File: config.mk
export PLATFORM = sky130hd
export DESIGN_NAME = pkg_sink
export DESIGN_NICKNAME = d
export VERILOG_FILES = /design/src/rtl/pkg_defs.sv /design/src/rtl/pkg_fifo.sv /design/src/rtl/pkg_sink.sv
export SDC_FILE = /design/constraint.sdc
export NUM_CORES = 1
export LEC_CHECK = 0
export BUFFER_PORTS_ARGS = -buffer_cell sky130_fd_sc_hd__buf_2
export CORE_MARGIN = 4
export CORE_UTILIZATION = 45
export CTS_CLUSTER_SIZE = 40
export DETAILED_ROUTE_END_ITERATION = 10
export PLACE_DENSITY_LB_ADDON = 0.12
export SLEW_MARGIN = 20
export SYNTH_ARGS = -nofsm -noshare
export SYNTH_HDL_FRONTEND = slang
export SYNTH_SLANG_ARGS = --single-unit
File: constraint.sdc
create_clock -name clk_sys -period 5.8 [get_ports clk_sys]
set_clock_uncertainty 0.05 [all_clocks]
set_input_delay 1.16 -clock clk_sys [delete_from_list [all_inputs] [get_ports clk_sys]]
set_output_delay 1.16 -clock clk_sys [all_outputs]
set_load 0.03 [all_outputs]
File: src/rtl/pkg_defs.sv
// Shared constants for the package sink: header sync byte, parameter defaults,
// FSM encoding and the header layout.
package pkg_defs;

    localparam int unsigned AW_DEF     = 6;
    localparam logic [7:0]  SYNC_DEF   = 8'hA5;
    localparam int unsigned TMO_US_DEF = 100;

    localparam int unsigned SW = 2;
    localparam logic [SW-1:0] ST_IDLE = 2'd0;
    localparam logic [SW-1:0] ST_RECV = 2'd1;
    localparam logic [SW-1:0] ST_DROP = 2'd2;
    localparam logic [SW-1:0] ST_DONE = 2'd3;

    typedef struct packed {
        logic [7:0] sync;
        logic [7:0] len;
    } hdr_t;

    // A header is usable when the sync byte matches and it announces a payload.
    function automatic logic hdr_ok(input hdr_t h, input logic [7:0] sync);
        return (h.sync == sync) && (h.len != 8'd0);
    endfunction

endpackage

File: src/rtl/pkg_fifo.sv
// Word FIFO with a commit point: writes stay invisible to the reader until
// committed, and an aborted package is discarded by rewinding to the commit point.
module pkg_fifo
    import pkg_defs::*;
#(
    parameter int unsigned AW = AW_DEF
) (
    input  logic          clk_sys,
    input  logic          rst_n,
    input  logic          wr_en,
    input  logic [15:0]   wr_d,
    input  logic          commit,
    input  logic          rewind,
    input  logic          rd_en,
    input  logic          peek,
    output logic [15:0]   rd_d_c,
    output logic          rd_ok_c,
    output logic [AW:0]   free_c
);

    localparam int unsigned PW    = AW + 1;
    localparam int unsigned DEPTH = 1 << AW;

    logic [15:0]   mem [DEPTH];
    logic [PW-1:0] wr_ptr;
    logic [PW-1:0] commit_ptr;
    logic [PW-1:0] commit_rd;
    logic [PW-1:0] rd_ptr;
    logic [PW-1:0] rd_addr;

    // commit_rd delays the commit point seen by the reader by one cycle.
    always_ff @(posedge clk_sys or negedge rst_n) begin
        if (!rst_n) begin
            wr_ptr     <= '0;
            commit_ptr <= '0;
            commit_rd  <= '0;
            rd_ptr     <= '0;
        end else begin
            if (rewind) begin
                wr_ptr <= commit_ptr;
            end else if (wr_en) begin
                wr_ptr <= wr_ptr + PW'(1);
            end
            if (commit) begin
                commit_ptr <= wr_ptr;
            end
            commit_rd <= commit_ptr;
            if (rd_en) begin
                rd_ptr <= rd_ptr + PW'(1);
            end
        end
    end

    always_ff @(posedge clk_sys) begin
        if (wr_en) begin
            mem[wr_ptr[AW-1:0]] <= wr_d;
        end
    end

    // peek looks one word ahead while the current word is being retired.
    assign rd_addr = rd_ptr + PW'(peek);
    assign rd_d_c  = mem[rd_addr[AW-1:0]];
    assign rd_ok_c = (rd_addr != commit_rd);
    assign free_c  = PW'(DEPTH) - (wr_ptr - rd_ptr);

endmodule

File: src/rtl/pkg_sink.sv
// Receiving end of the package interface: header check, commit/rewind buffering,
// pkg_done acknowledge, byte serializer toward the host link, and statistics.
module pkg_sink
    import pkg_defs::*;
#(
    parameter int unsigned AW     = AW_DEF,
    parameter logic [7:0]  SYNC   = SYNC_DEF,
    parameter int unsigned TMO_US = TMO_US_DEF
) (
    input  logic        clk_sys,
    input  logic        rst_n,
    input  logic        pluse_us,
    input  logic [15:0] pkg_d,
    input  logic        pkg_vld,
    output logic        pkg_done,
    output logic [7:0]  tx_d,
    output logic        tx_vld,
    input  logic        tx_rdy,
    output logic [15:0] pkg_cnt,
    output logic [7:0]  drop_cnt,
    output logic [7:0]  err_cnt
);

    localparam int unsigned TW = $clog2(TMO_US + 1);
    localparam int unsigned CW = (AW + 1 > 9) ? AW + 1 : 9;
    localparam logic [TW-1:0] TMO_LAST = TW'(TMO_US - 1);

    logic [SW-1:0] state, state_nxt;
    logic [7:0]    rem, rem_nxt;
    logic [TW-1:0] tmo, tmo_nxt;
    logic          commit_pend, commit_pend_nxt;

    logic          wr_en_c, rewind_c, commit_c;
    logic          pkg_inc_c, drop_inc_c, err_inc_c;
    logic          tmo_hit_c;
    logic          ld_c, rd_en_c;
    logic          tx_lo;
    hdr_t          hdr_c;
    logic [15:0]   rd_d_c;
    logic          rd_ok_c;
    logic [AW:0]   free_c;

    assign hdr_c     = hdr_t'(pkg_d);
    assign tmo_hit_c = pluse_us && (tmo == TMO_LAST);

    pkg_fifo #(.AW(AW)) u_fifo (
        .clk_sys (clk_sys),
        .rst_n   (rst_n),
        .wr_en   (wr_en_c),
        .wr_d    (pkg_d),
        .commit  (commit_c),
        .rewind  (rewind_c),
        .rd_en   (rd_en_c),
        .peek    (rd_en_c),
        .rd_d_c  (rd_d_c),
        .rd_ok_c (rd_ok_c),
        .free_c  (free_c)
    );

    // Next-state logic; an incoming word takes priority over a timeout hit.
    always_comb begin
        state_nxt       = state;
        rem_nxt         = rem;
        tmo_nxt         = tmo;
        commit_pend_nxt = commit_pend;
        wr_en_c         = 1'b0;
        rewind_c        = 1'b0;
        commit_c        = 1'b0;
        pkg_inc_c       = 1'b0;
        drop_inc_c      = 1'b0;
        err_inc_c       = 1'b0;
        case (state)
            ST_IDLE: begin
                tmo_nxt         = '0;
                commit_pend_nxt = 1'b0;
                if (pkg_vld) begin
                    if (!hdr_ok(hdr_c, SYNC)) begin
                        err_inc_c = 1'b1;
                    end else if (CW'(hdr_c.len) + CW'(1) > CW'(free_c)) begin
                        state_nxt  = ST_DROP;
                        rem_nxt    = hdr_c.len;
                        drop_inc_c = 1'b1;
                    end else begin
                        wr_en_c   = 1'b1;
                        state_nxt = ST_RECV;
                        rem_nxt   = hdr_c.len;
                    end
                end
            end
            ST_RECV, ST_DROP: begin
                if (pkg_vld) begin
                    wr_en_c = (state == ST_RECV);
                    rem_nxt = rem - 8'd1;
                    tmo_nxt = '0;
                    if (rem == 8'd1) begin
                        state_nxt       = ST_DONE;
                        commit_pend_nxt = (state == ST_RECV);
                    end
                end else if (tmo_hit_c) begin
                    rewind_c  = 1'b1;
                    err_inc_c = 1'b1;
                    tmo_nxt   = '0;
                    state_nxt = ST_IDLE;
                end else if (pluse_us) begin
                    tmo_nxt = tmo + TW'(1);
                end
            end
            ST_DONE: begin
                commit_c  = commit_pend;
                pkg_inc_c = commit_pend;
                err_inc_c = pkg_vld;
                tmo_nxt   = '0;
                state_nxt = ST_IDLE;
            end
            default: state_nxt = ST_IDLE;
        endcase
    end

    always_ff @(posedge clk_sys or negedge rst_n) begin
        if (!rst_n) begin
            state       <= ST_IDLE;
            rem         <= '0;
            tmo         <= '0;
            commit_pend <= 1'b0;
            pkg_done    <= 1'b0;
            pkg_cnt     <= '0;
            drop_cnt    <= '0;
            err_cnt     <= '0;
        end else begin
            state       <= state_nxt;
            rem         <= rem_nxt;
            tmo         <= tmo_nxt;
            commit_pend <= commit_pend_nxt;
            pkg_done    <= (state_nxt == ST_DONE);
            if (pkg_inc_c && (pkg_cnt != '1)) begin
                pkg_cnt <= pkg_cnt + 16'd1;
            end
            if (drop_inc_c && (drop_cnt != '1)) begin
                drop_cnt <= drop_cnt + 8'd1;
            end
            if (err_inc_c && (err_cnt != '1)) begin
                err_cnt <= err_cnt + 8'd1;
            end
        end
    end

    // Serializer: high byte then low byte; retiring the low byte advances rd_ptr.
    assign ld_c    = !tx_vld || tx_rdy;
    assign rd_en_c = tx_vld && tx_rdy && tx_lo;

    always_ff @(posedge clk_sys or negedge rst_n) begin
        if (!rst_n) begin
            tx_d   <= '0;
            tx_vld <= 1'b0;
            tx_lo  <= 1'b0;
        end else if (ld_c) begin
            if (tx_vld && !tx_lo) begin
                tx_d  <= rd_d_c[7:0];
                tx_lo <= 1'b1;
            end else if (rd_ok_c) begin
                tx_d   <= rd_d_c[15:8];
                tx_lo  <= 1'b0;
                tx_vld <= 1'b1;
            end else begin
                tx_vld <= 1'b0;
                tx_lo  <= 1'b0;
            end
        end
    end

endmodule

==> results.yml, run 1 <==
critical_path:
  critical_path.endpoint: "u_fifo.mem[54][6]"
  critical_path_class: "reg2reg"
  reg2reg_depth: 17
  worst-r2r-setup-slack_ns: 0.60
  critPathRequiredTime_ns: 6.15
  crit_cells: 17
  worst_r2r_startpoint: "u_fifo.wr_ptr[1]"
  critical-path-slowest-cell: "sky130_fd_sc_hd__dfrtp_1"
  crit_chain: "inv_1, ha_1, ha_1, inv_1, fa_1, inv_1, a21o_1, a21oi_1, xor2_1, ha_1, a21oi_1, nor2b_1, o31ai_2, a32o_2, nand3_2, nor2_1, buf_4"
  slowest_delay_ns: 0.57
  cpLargestDelayFamily: "adder cells"
  timing.critical_path.from_type: "register"
  critPathArrivalTime_ns: 5.55
  end_kind: "register"
  worst-path-buf-inv: 4
  worstSetupStartpoint: "u_fifo.wr_ptr[1]"
  critical_path.reg2reg.endpoint: "u_fifo.mem[54][6]"
  crit_path_max_fanout: 13
worst_hold_path:
  hold_path.class: "in2async"
clock_network:
  clk_root_buffer_cell: "sky130_fd_sc_hd__clkbuf_16"
  tritoncts.num_buffers: 115
  post_cts.resized_instances: 0
  cts.clk_slew.worst_paths_ns: 0.06
  cts.htree.levels: 3
  cts_hold_buffers: 0
  cts-root-to-sink-buffers: 3
  clock_tree_from_tritoncts: "yes"
  clk_latency_ns: 0.69
  cts_post_setup_buffers_inserted: 0
  clock-sinks: 1113
timing:
  setup_total_negative_slack_ns: 0
  grt_setup_unrepaired: "no"
  fmax_mhz: 192
  final_max_slew_viol_count: 0
  worst_slew_pin_slew_ns: 1.13
  finalCritPeriodShare_pct: 89.6
  report.final.hold_viol_count: 0
  post-route-min-period_ns: 5.20
  relSlewSlack_pct: 24.1
  setup_viol: 0
global_routing:
  gr-usage-all-layers_pct: 22.8
  grt_remaining_overflow: 0
  grt_pass1_wl_um: 169000
  grt_max_degree: 68
  vias_in_the_first_global_route: 23600
  grt_antenna_before_repair: 6
finish:
  layoutNonFillerInstCount: 3908
  area_growth_syn_to_layout_pct: 13.8
  design_area_sq_mm: 0.0507
  drive_gt1_share_pct: 26.0
  nNetsFinal: 2577
  filler_cell_count: 7928
routing:
  drtIter0Drc: 2624
  firstDrtPassIters: 5
  route.detailed.wl_per_inst_um: 30.1
  wl_um: 118000
  num_vias: 23300
  via_per_inst: 5.97
  route.detailed.drc: 0
  ant_nets: 0
power_and_ir_drop:
  internal-power_w: 0.0167
  vdd_ir_drop_max_mv: 0.301
  pwr-share-clk_pct: 28.2
  seq_power_share_pct: 35.8
  leakage_nw: 16.9
  switching_power_w: 0.00852
  sw_frac_of_total_pct: 33.8
  powerDensity_mw_per_mm2: 498
  p_comb_share_pct: 36.0
yosys:
  yosys.area_share.xor_xnor_pct: 1.50
  synth_seq_area_share_pct: 74.0
  synth-compound-area-share_pct: 2.82
  synthMuxAreaShare_pct: 13.8
  synth-warning-count: 0
  netlist_area_sq_mm: 0.0446
  postSynthRegisterBits: 1113
  postSynth.asyncResetShare_pct: 8.00
  synthAdderAreaFrac_pct: 1.03
  synth_fp_nets: 2360
  postSynthCellCount: 2303
  dominant_combinational_cell_family_by_area_after_synthesis: "multiplexers"
  synth_edf_count: 1024
  postSynthAreaPerCell_sq_um: 19.3
  synthSimpleGateAreaFrac_pct: 5.08
  dominantRegCellSynth: "sky130_fd_sc_hd__edfxtp_1"
  yosys.cell_types.count: 75
floorplan:
  die_width_um: 323
  floorplan.die_area_sq_mm: 0.104
  initial_utilization_pct: 45.3
  rows: 115
  die_y_um: 323
  core_area_sq_mm: 0.0983
  boundaryPins: 63
placement:
  placed_area_sq_mm: 0.0471
  place.port_buffers: 62
  dpl.cell_count: 3690
  place.gp.congestion: 0.883
  place.detailed.hpwl_um: 74500
run_status:
  outcome: "complete, no violations"
flow_run:
  max_cap_violations: 0
[synth_stat cells (24+ instances only)]
library cell	number	area share (%)
sky130_fd_sc_hd__xnor2_1	45	0.88
sky130_fd_sc_hd__dfrtp_1	89	5.0
sky130_fd_sc_hd__nand3_1	70	0.79
sky130_fd_sc_hd__mux4_2	260	13
sky130_fd_sc_hd__buf_4	30	0.51
sky130_fd_sc_hd__a21oi_1	32	0.36
sky130_fd_sc_hd__a22oi_1	28	0.47
sky130_fd_sc_hd__ha_1	35	0.98
sky130_fd_sc_hd__nand2_1	195	1.6
sky130_fd_sc_hd__nand4_1	26	0.37
sky130_fd_sc_hd__clkbuf_1	24	0.20
sky130_fd_sc_hd__inv_1	29	0.24
sky130_fd_sc_hd__and3_1	27	0.38
sky130_fd_sc_hd__buf_2	32	0.36
sky130_fd_sc_hd__nor2_1	112	0.94
sky130_fd_sc_hd__edfxtp_1	1024	69
[power by group through the flow]
stage,Clock [W],Combinational [W],Sequential (W)
after floorplan,0,0.00606,0.00920
after global placement,0,0.00912,0.00918
after detailed placement,0,0.00913,0.00919
after CTS,0.00726,0.00915,0.00902
after global routing,0.00762,0.00966,0.00903
final,0.00712,0.00910,0.00902
[cells by family (layout without fill, tap and decap cells)]
| kind of cell | after synthesis | count (layout) |
|---|---|---|
| flops | 1113 | 1113 |
| simple gates | 487 | 487 |
| mux | 289 | 289 |
| compound gates | 175 | 175 |
| buf+inv | 135 | 451 |
| xor+xnor | 68 | 68 |
| fa+ha+maj | 36 | 36 |
| other cells | 0 | 2 |
[layout by cell type, fill, tap and decap left out, types with 22 or more instances in the layout]
master                      synthesis  routed
sky130_fd_sc_hd__dfrtp_1           89      89
sky130_fd_sc_hd__nand2_1          195     195
sky130_fd_sc_hd__clkbuf_1          24      27
sky130_fd_sc_hd__nand3_1           70      70
sky130_fd_sc_hd__nor2_1           112     107
sky130_fd_sc_hd__buf_2             32      61
sky130_fd_sc_hd__clkinv_2           0      31
sky130_fd_sc_hd__buf_4             30     137
sky130_fd_sc_hd__mux4_2           260     260
sky130_fd_sc_hd__nand4_1           26      26
sky130_fd_sc_hd__inv_1             29      29
sky130_fd_sc_hd__xnor2_1           45      45
sky130_fd_sc_hd__a22oi_1           28      28
sky130_fd_sc_hd__ha_1              35      33
sky130_fd_sc_hd__clkbuf_16          0     115
sky130_fd_sc_hd__edfxtp_1        1024    1024
sky130_fd_sc_hd__a31oi_1           22      22
sky130_fd_sc_hd__and3_1            27      27
sky130_fd_sc_hd__a21oi_1           32      32
[worst reg2reg max path, cell delays in order (launching register included)]
cell and delay [ns]:
sky130_fd_sc_hd__dfrtp_1 0.57, sky130_fd_sc_hd__inv_1 0.23, sky130_fd_sc_hd__ha_1 0.33, sky130_fd_sc_hd__ha_1 0.16, sky130_fd_sc_hd__inv_1 0.06, sky130_fd_sc_hd__fa_1 0.45, sky130_fd_sc_hd__inv_1 0.07, sky130_fd_sc_hd__a21o_1 0.10
sky130_fd_sc_hd__a21oi_1 0.07, sky130_fd_sc_hd__xor2_1 0.15, sky130_fd_sc_hd__ha_1 0.31, sky130_fd_sc_hd__a21oi_1 0.14, sky130_fd_sc_hd__nor2b_1 0.07, sky130_fd_sc_hd__o31ai_2 0.43, sky130_fd_sc_hd__a32o_2 0.47, sky130_fd_sc_hd__nand3_2 0.45
sky130_fd_sc_hd__nor2_1 0.54, sky130_fd_sc_hd__buf_4 0.25
[area by class of cell]
cell class / instances / area [sq um] / area share [%]
Antenna cell: 2 / 5.00 / 0.00987
Inverter: 30 / 113 / 0.222
Clock buffer: 146 / 3030 / 5.98
Timing Repair Buffer: 205 / 1470 / 2.91
Clock inverter: 70 / 622 / 1.23
Multi-Input combinational cell: 1055 / 10900 / 21.5
Tap cell: 1287 / 1610 / 3.17
Sequential cell: 1113 / 33000 / 65.0
[sequential cells by signal, summed over array words and instances (netlist names), 2 cells and up]
register / cells
u_fifo.commit_rd: 7
pkg_cnt: 16
u_fifo.rd_ptr: 7
u_fifo.commit_ptr: 7
rem: 8
err_cnt: 8
u_fifo.mem: 1024
state: 2
tmo: 7
tx_d: 8
drop_cnt: 8
u_fifo.wr_ptr: 7
[worst min-delay path by stage]
stage,start,end,slack [ns]
after CTS,rst_n,pkg_cnt[1],0.27
after floorplan,u_fifo.commit_ptr[0],u_fifo.commit_rd[0],0.32
after detailed placement,u_fifo.commit_ptr[0],u_fifo.commit_rd[0],0.34
after global placement,u_fifo.commit_ptr[0],u_fifo.commit_rd[0],0.33
after global routing,rst_n,pkg_cnt[13],0.30
final,rst_n,pkg_cnt[10],0.31
[metrics by stage]
step	hold slack, ns	util (%)	setup WS, ns	total power (W)
floorplan	0.319	-	1.10	0.0153
global placement	0.329	47.9	0.632	0.0183
detailed placement	0.338	47.9	0.641	0.0183
CTS	0.272	51.6	0.658	0.0254
global route	0.299	51.6	0.224	0.0263
finish	0.308	51.6	0.601	0.0252
[metal layers]
layer / up-vias / GRT usage, % / share of wire (%)
met5: - / 0 / 0.010
met4: 2 / 6.15 / 2.6
met1: 12500 / 33.4 / 44
li1: 9771 / - / -
met2: 868 / 35.4 / 47
met3: 169 / 4.47 / 7.0
Note: power is estimated with default switching activity, not from simulation.
==> run 2: changes to the inputs <==
==> constraint.sdc (replaced) <==
create_clock -name clk_sys -period 5.8 [get_ports clk_sys]
set_clock_uncertainty 0.05 [all_clocks]
set_input_delay 0.29 -clock clk_sys [delete_from_list [all_inputs] [get_ports clk_sys]]
set_output_delay 0.29 -clock clk_sys [all_outputs]
set_load 0.03 [all_outputs]
==> run 2 against run 1 <==
Effect of this change:
- clock power grew 4.8%
- sequential cell count is the same
- register-to-register slack better by 0.03 ns
- first-iteration DRC count grew 3.8%
- sequential share of layout area is 0.23 points lower
- total power is 0.73% higher
- critical endpoint is now u_fifo.mem[17][14]
==> results.yml, run 2 (same netlist as run 1, synthesis figures left out) <==
placement:
  placed_area_sq_mm: 0.0470
  place.port_buffers: 62
  place.gp.congestion: 0.884
  place.detailed.hpwl_um: 74300
  dpl.cell_count: 3679
critical_path:
  end_kind: "register"
  timing.critical_path.from_type: "register"
  critical-path-slowest-cell: "sky130_fd_sc_hd__nand3_2"
  slowest_delay_ns: 0.61
  cpLargestDelayFamily: "adder cells"
  critPathArrivalTime_ns: 5.50
  critPathRequiredTime_ns: 6.12
  crit_chain: "inv_1, ha_1, ha_1, inv_1, fa_1, inv_1, a21o_1, a21oi_1, xor2_1, ha_1, a21oi_1, nor2b_1, o31ai_2, a32o_2, nand3_2, nor2_1, buf_4"
  crit_path_max_fanout: 16
  critical_path_class: "reg2reg"
  worst-path-buf-inv: 4
  worst-r2r-setup-slack_ns: 0.63
floorplan:
  boundaryPins: 63
  core_area_sq_mm: 0.0983
  initial_utilization_pct: 45.3
  rows: 115
  die_y_um: 323
  die_width_um: 323
  floorplan.die_area_sq_mm: 0.104
global_routing:
  grt_remaining_overflow: 0
  grt_pass1_wl_um: 170000
  grt_antenna_before_repair: 2
  vias_in_the_first_global_route: 23500
  grt_max_degree: 81
  gr-usage-all-layers_pct: 23.0
timing:
  finalCritPeriodShare_pct: 89.2
  grt_setup_unrepaired: "no"
  setup_viol: 0
  final_max_slew_viol_count: 0
  report.final.hold_viol_count: 0
  worst_slew_pin_slew_ns: 1.08
  post-route-min-period_ns: 5.17
  relSlewSlack_pct: 27.8
  fmax_mhz: 193
  setup_total_negative_slack_ns: 0
finish:
  most_common_cell_after_layout_fill_and_taps_aside: "sky130_fd_sc_hd__edfxtp_1"
  drive_gt1_share_pct: 25.5
  largest_reg_flops: 1024
  layout_common_cells: "sky130_fd_sc_hd__edfxtp_1 (1024), sky130_fd_sc_hd__mux4_2 (260), sky130_fd_sc_hd__nand2_1 (195), sky130_fd_sc_hd__buf_4 (125), sky130_fd_sc_hd__clkbuf_16 (118)"
  nNetsFinal: 2573
  area_growth_syn_to_layout_pct: 14.2
  design_area_sq_mm: 0.0509
  layoutNonFillerInstCount: 3905
clock_network:
  clk_latency_ns: 0.69
  post_cts.resized_instances: 0
  cts.htree.levels: 3
  clk_root_buffer_cell: "sky130_fd_sc_hd__clkbuf_16"
  tritoncts.num_buffers: 115
  clock_tree_from_tritoncts: "yes"
  cts_post_setup_buffers_inserted: 0
  cts-root-to-sink-buffers: 3
  cts.clk_slew.worst_paths_ns: 0.07
  clock-sinks: 1113
  cts_hold_buffers: 7
power_and_ir_drop:
  internal-power_w: 0.0170
  seq_power_share_pct: 35.5
  p_comb_share_pct: 35.2
  pwr-share-clk_pct: 29.3
  vdd_ir_drop_max_mv: 0.329
  powerDensity_mw_per_mm2: 499
  leakage_nw: 16.9
  finalPower_w: 0.0254
  sw_frac_of_total_pct: 33.2
  switching_power_w: 0.00843
flow_run:
  max_cap_violations: 0
routing:
  wl_um: 118000
  ant_nets: 0
  drtIter0Drc: 2724
  route.detailed.drc: 0
  via_per_inst: 5.95
  num_vias: 23200
  route.detailed.wl_per_inst_um: 30.3
  firstDrtPassIters: 6
run_status:
  outcome: "complete, no violations"
worst_hold_path:
  hold_path.class: "in2reg"
==> run 2: cell types whose count changed in the layout (fill, tap and decap cells not counted), moves of 5 or more <==
cell / before / now
sky130_fd_sc_hd__nor2_2: 6 / 1
sky130_fd_sc_hd__clkbuf_1: 27 / 20
sky130_fd_sc_hd__nor2_1: 107 / 112
sky130_fd_sc_hd__clkinv_2: 31 / 18
sky130_fd_sc_hd__bufinv_16: 8 / 15
sky130_fd_sc_hd__dlygate4sd3_1: 0 / 7
sky130_fd_sc_hd__clkinvlp_4: 4 / 13
sky130_fd_sc_hd__buf_4: 137 / 125
==> run 2: power by group through the flow <==
stage               clock network (W)  logic [W]  registers (W)
finish                        0.00746    0.00895        0.00902
floorplan                           0    0.00606        0.00920
detailed placement                  0    0.00897        0.00918
CTS                           0.00760    0.00901        0.00901
global placement                    0    0.00892        0.00918
global route                  0.00799    0.00948        0.00903
==> run 2: layout make-up <==
class                   count  area [sq um]
repair buffers            201          1470
diodes                      5          12.5
clock inverters            76           810
inverters                  30           113
well taps                1287          1610
fillers                  7866         47400
multi-input cells        1055         10900
clock buffers             138          3030
flip-flops and latches   1113         33000
==> run 2: routing by layer <==
layer | up-vias | global-route usage [%] | wire, um
li1 | 9777 | - | -
met1 | 12300 | 32.5 | 49100
met5 | - | 0 | 0
met4 | 0 | 6.66 | 3560
met2 | 969 | 35.6 | 55300
met3 | 184 | 6.29 | 10300
==> run 2: worst paths after layout <==
check,start,end,cells after the start
hold reg to reg,u_fifo.commit_ptr[6],u_fifo.commit_rd[6],0
min in group asynchronous,rst_n,pkg_cnt[11],3
setup reg to reg,u_fifo.wr_ptr[1],u_fifo.mem[17][14],17
hold / removal,pkg_d[6],u_fifo.mem[24][6],1
max in group asynchronous,rst_n,pkg_cnt[5],3
setup / recovery,u_fifo.wr_ptr[1],u_fifo.mem[17][14],17
==> run 2: stage by stage <==
stage	worst slack [ns]	hold slack (ns)	utilization (%)
after CTS	0.683	0.0118	51.8
after global routing	0.264	0.0324	51.8
final	0.627	0.0421	51.8
after global placement	0.771	0.142	47.8
after detailed placement	0.717	0.147	47.8
after floorplan	1.10	-0.0556	-
==> run 2: worst reg2reg max path: cells and delay by family (launching register included) <==
family	cells	cell delay, ns
compound gates	5	1.20
xor+xnor	1	0.15
fa+ha+maj	4	1.27
buf+inv	4	0.66
flops	1	0.55
simple gates	3	0.97
